$ cat src/rtl/pe_row_mac.sv
// Row-stationary PE: holds one filter row and a sliding ifmap window, and emits
// psum_in + dot(window, filter) through one time-multiplexed multiplier.
module pe_row_mac #(
   parameter int DATA_WIDTH = 16,
   parameter int FLTR_LEN   = 3
) (
   input  logic                    clk,
   input  logic                    rstn,
   input  logic                    pe_en,
   output logic                    pe_ready,
   input  logic                    fltr_load,
   input  logic                    row_start,
   input  logic [DATA_WIDTH-1:0]   fltr_data_m2p,
   input  logic [DATA_WIDTH-1:0]   ifmap_data_m2p,
   input  logic [2*DATA_WIDTH-1:0] psum_data_m2p,
   output logic [2*DATA_WIDTH-1:0] psum_data_p2m,
   output logic                    pe_valid,
   input  logic                    pe_ack
);

   localparam int PW = 2 * DATA_WIDTH;
   localparam int CW = $clog2(FLTR_LEN + 1);
   localparam int TW = $clog2(FLTR_LEN);
   localparam logic [CW-1:0] FILL_FULL = CW'(FLTR_LEN);
   localparam logic [CW-1:0] FILL_ZERO = CW'(0);
   localparam logic [CW-1:0] FILL_ONE  = CW'(1);
   localparam logic [TW-1:0] IDX_LAST  = TW'(FLTR_LEN - 1);
   localparam logic [TW-1:0] IDX_ZERO  = TW'(0);
   localparam logic [TW-1:0] IDX_ONE   = TW'(1);

   typedef enum logic [1:0] {
      IDLE    = 2'd0,
      COMPUTE = 2'd1,
      DONE    = 2'd2
   } state_t;

   state_t                       state_q, state_d;
   logic                         ready_q, ready_d;
   logic                         valid_q, valid_d;
   logic [CW-1:0]                fill_q, fill_d;
   logic [TW-1:0]                wptr_q, wptr_d;
   logic [TW-1:0]                tap_q, tap_d;
   logic [PW-1:0]                acc_q, acc_d;
   logic [PW-1:0]                psum_q, psum_d;
   logic signed [DATA_WIDTH-1:0] w_q    [FLTR_LEN];
   logic signed [DATA_WIDTH-1:0] w_d    [FLTR_LEN];
   logic signed [DATA_WIDTH-1:0] fltr_q [FLTR_LEN];
   logic signed [DATA_WIDTH-1:0] fltr_d [FLTR_LEN];

   logic [CW-1:0]                fill_base_s;
   logic [CW-1:0]                fill_next_s;
   logic signed [PW-1:0]         prod_s;
   logic [PW-1:0]                acc_sum_s;

   // row_start discards the old fill count so stale pixels never reach a result
   assign fill_base_s = row_start ? FILL_ZERO : fill_q;
   assign fill_next_s = (fill_base_s == FILL_FULL) ? FILL_FULL : (fill_base_s + FILL_ONE);
   assign prod_s      = w_q[tap_q] * fltr_q[tap_q];
   assign acc_sum_s   = acc_q + prod_s;

   assign pe_ready      = ready_q;
   assign pe_valid      = valid_q;
   assign psum_data_p2m = psum_q;

   // Next-state and datapath decode for the IDLE / COMPUTE / DONE sequence
   always_comb begin
      state_d = state_q;
      ready_d = ready_q;
      valid_d = valid_q;
      fill_d  = fill_q;
      wptr_d  = wptr_q;
      tap_d   = tap_q;
      acc_d   = acc_q;
      psum_d  = psum_q;
      w_d     = w_q;
      fltr_d  = fltr_q;
      case (state_q)
         IDLE: begin
            if (pe_en) begin
               if (fltr_load) begin
                  fltr_d[wptr_q] = fltr_data_m2p;
                  wptr_d = (wptr_q == IDX_LAST) ? IDX_ZERO : (wptr_q + IDX_ONE);
               end else begin
                  for (int i = 0; i < FLTR_LEN - 1; i++) begin
                     w_d[i] = w_q[i+1];
                  end
                  w_d[FLTR_LEN-1] = ifmap_data_m2p;
                  fill_d = fill_next_s;
                  if (fill_next_s == FILL_FULL) begin
                     acc_d   = psum_data_m2p;
                     tap_d   = IDX_ZERO;
                     state_d = COMPUTE;
                     ready_d = 1'b0;
                  end else begin
                     state_d = IDLE;
                  end
               end
            end else begin
               state_d = IDLE;
            end
         end
         COMPUTE: begin
            acc_d = acc_sum_s;
            if (tap_q == IDX_LAST) begin
               psum_d  = acc_sum_s;
               tap_d   = IDX_ZERO;
               state_d = DONE;
               valid_d = 1'b1;
            end else begin
               tap_d = tap_q + IDX_ONE;
            end
         end
         DONE: begin
            if (pe_ack) begin
               state_d = IDLE;
               valid_d = 1'b0;
               ready_d = 1'b1;
            end else begin
               state_d = DONE;
            end
         end
         default: begin
            state_d = IDLE;
            ready_d = 1'b1;
            valid_d = 1'b0;
         end
      endcase
   end

   // State, window, filter and result registers
   always_ff @(posedge clk or negedge rstn) begin
      if (!rstn) begin
         state_q <= IDLE;
         ready_q <= 1'b1;
         valid_q <= 1'b0;
         fill_q  <= FILL_ZERO;
         wptr_q  <= IDX_ZERO;
         tap_q   <= IDX_ZERO;
         acc_q   <= {PW{1'b0}};
         psum_q  <= {PW{1'b0}};
         w_q     <= '{default: {DATA_WIDTH{1'b0}}};
         fltr_q  <= '{default: {DATA_WIDTH{1'b0}}};
      end else begin
         state_q <= state_d;
         ready_q <= ready_d;
         valid_q <= valid_d;
         fill_q  <= fill_d;
         wptr_q  <= wptr_d;
         tap_q   <= tap_d;
         acc_q   <= acc_d;
         psum_q  <= psum_d;
         w_q     <= w_d;
         fltr_q  <= fltr_d;
      end
   end

endmodule

$ cat config.mk
export PLATFORM = sky130hd
export DESIGN_NAME = pe_row_mac
export DESIGN_NICKNAME = d
export VERILOG_FILES = /design/src/rtl/pe_row_mac.sv
export SDC_FILE = /design/constraint.sdc
export NUM_CORES = 1
export LEC_CHECK = 0
export CAP_MARGIN = 0
export CORE_AREA = 2 2 240 242
export CTS_CLUSTER_SIZE = 10
export DETAILED_ROUTE_END_ITERATION = 12
export DIE_AREA = 0 0 242 244
export PLACE_DENSITY = 0.53
export SLEW_MARGIN = 20
export SYNTH_ARGS = -nofsm -noshare
export SYNTH_HDL_FRONTEND = slang
export SYNTH_SLANG_ARGS = --single-unit
export TNS_END_PERCENT = 100
$ cat constraint.sdc
create_clock -name clk -period 7.4 [get_ports clk]
set_clock_uncertainty 0.05 [all_clocks]
set_input_delay 0.74 -clock clk [delete_from_list [all_inputs] [get_ports clk]]
set_output_delay 0.74 -clock clk [all_outputs]
set_load 0.02 [all_outputs]
==> run_results.csv <==
group,metric,value,unit
status,outcome,"finished, final reports clean",
timing,fin_hold_ws,0.127,ns
logic_synthesis,seq_area_frac_synth,0.238,
logic_synthesis,synth-edff-count,0,
clock_tree,htreeDepth,4,
timing,fmax,0.140,GHz
timing,min_period_over_period,0.962,
placement,place.detailed.hpwl,40000,um
clock_tree,cts-root-buf,"clkbuf_16",
logic_synthesis,synth_cell_type_count,63,
floorplan,start_util,0.318,
finish,layout.filler_cells,5658,
clock_tree,path_clk_slew,0.07,ns
finish,multi_input_area,0.0121,sq mm
setup_path,cp_slowest_cell,"fa_1",
setup_path,cp_common_cell,"fa_1",
route,ant_nets,0,
route,drt_first_pass_iters,5,
setup_path,rr_startpoint,"tap_q[0]",
setup_path,worstPathArrival,7.40,ns
clock_tree,postCtsHoldBufs,0,
finish,area_growth,17.3,%
finish,mostFrequentLayoutCells,"inv_1 (331), fa_1 (290), nor2_1 (192)",
setup_path,required,7.68,ns
logic_synthesis,synth-seq-cells,170,
timing,timing.final.hold_violations,0,
setup_path,end_kind,"register",
timing,grt_setup_unrepaired,"true",
placement,portBuffers,103,
setup_path,cp-start-kind,"register",
logic_synthesis,syn_area,0.0179,sq mm
finish,antennaDiodeCount,0,
finish,regArea,0.00426,sq mm
timing,setup-violations-final,0,
setup_path,rrSetupSlack,0.28,ns
global_routing,grt_pass1_vias,13900,
timing,worst_pin_slew,1.02,ns
setup_path,criticalPathCategory,"reg -> reg",
clock_tree,cts_max_path_buffers,2,
placement,gp_congestion,0.893,
global_routing,antenna_found_initial,0,
floorplan,die_y,244,um
floorplan,rows,87,
finish,nNetsFinal,2399,
clock_tree,clkLatencyLatePin,0.49,ns
route,drc_errors,0,
global_routing,grt_use_total,0.173,
clock_tree,cts_num_sinks,170,
global_routing,grt_pass1_wl,79800,um
global_routing,gr-total-overflow,0,
floorplan,die_x,242,um
logic_synthesis,async_reset_ff_frac,1.00,
clock_tree,numCtsBuffers,17,
clock_tree,cts_tree,"yes",
floorplan,core-area,0.0562,sq mm
flow_run,cap_violations,0,
finish,drive_above_1_share,0.132,
setup_path,worst-path-buf-inv,8,
setup_path,r2r_end,"psum_data_p2m[29]",
timing,tns,0,ns
logic_synthesis,yosysWarnings,0,
logic_synthesis,syn-instance-count,1799,
setup_path,crit_fanout,14,
setup_path,r2r_cells,26,
timing,min_period,7.12,ns
route,vias_per_cell,4.70,
min_path,min-delay-path-class,"in -> async",
route,wl_per_cell,17.8,um
setup_path,cpLargestDelayFamily,"adder cells",
timing,slew_headroom,0.319,
floorplan,ioPinCount,104,
route,drt-initial-drc-count,682,
floorplan,dieArea,0.0590,sq mm
route,routed_wirelength,48300,um
global_routing,grt_max_degree,67,
finish,final_common_cell,"inv_1",
logic_synthesis,syn_nets,2259,
timing,finalMaxSlewViolations,0,
logic_synthesis,synthFlopType,"dfrtp_1",
setup_path,cpPeakStageDelay,0.62,ns
logic_synthesis,syn_avg_cell_area,9.92,sq um
route,via_count,12700,
registers in the layout, summed over array words and instances (netlist names):
name,flops
fltr_q,48
w_q,48
pe_ready,1
pe_valid,1
fill_q,2
acc_q,32
state_q,2
psum_data_p2m,32
wptr_q,2
tap_q,2
worst max path at each step:
stage	to	depth (start not counted)	start	slack [ns]
2_1_floorplan	psum_data_p2m[31]	26	tap_q[0]	0.41
6_report	psum_data_p2m[29]	26	tap_q[0]	0.28
5_1_grt	psum_data_p2m[29]	27	tap_q[0]	-0.02
3_5_place_dp	psum_data_p2m[30]	23	tap_q[0]	0.12
4_1_cts	psum_data_p2m[29]	23	tap_q[0]	0.05
3_3_place_gp	psum_data_p2m[30]	23	tap_q[0]	0.17
cell usage after synthesis (10+ instances only):
library cell	n	share of area
inv_1	331	0.070
fa_1	292	0.33
nor2_1	193	0.041
nand2_1	185	0.039
dfrtp_1	169	0.24
mux2_2	102	0.064
ha_1	98	0.069
a21oi_1	75	0.021
clkbuf_1	53	0.011
a21o_1	37	0.016
o21ai_0	37	0.010
mux2i_1	32	0.018
o21ai_1	27	0.0076
xnor2_1	24	0.012
xor2_1	17	0.0083
or2_2	11	0.0039
and3_1	10	0.0035
routing by layer:
metal / track usage / vias to the layer above / share of wire
met4: 0.0430 / 0 / 0.014
met1: 0.248 / 6555 / 0.49
met2: 0.275 / 256 / 0.46
met5: 0 / - / 0
met3: 0.0257 / 34 / 0.040
li1: - / 5880 / -
kinds of logic after synthesis:
| kind of cell | share of synthesized area |
|---|---|
| compound gates | 0.0748 |
| xor+xnor | 0.0201 |
| fa+ha+maj | 0.396 |
| buf+inv | 0.0847 |
| flops | 0.238 |
| mux | 0.0823 |
| simple gates | 0.104 |
timing repair:
item	in CTS	in global routing
gates resized for setup	0	14
setup buffers	0	6
hold endpoints to repair	0	0
setup endpoints to repair	0	21
final cells by class:
cell class                      instances  area share
Sequential cell                       170       0.203
Clock inverter                         14     0.00848
Inverter                              333      0.0597
Multi-Input combinational cell       1229       0.580
Timing Repair Buffer                  188      0.0830
Clock buffer                           18      0.0205
Tap cell                              756      0.0452
stage by stage:
step           utilization  cells  setup WS [ns]  area, sq um
2_1_floorplan            -   1799          0.407        17900
3_3_place_gp         0.359   2668          0.170        20200
3_5_place_dp         0.359   2668          0.123        20200
4_1_cts              0.370   2700         0.0522        20800
5_1_grt              0.373   2708        -0.0182        20900
6_report             0.373   2708          0.282        20900
Power is not shown: default switching activity piles up to over one toggle a cycle in this logic, so the estimate is an artifact.
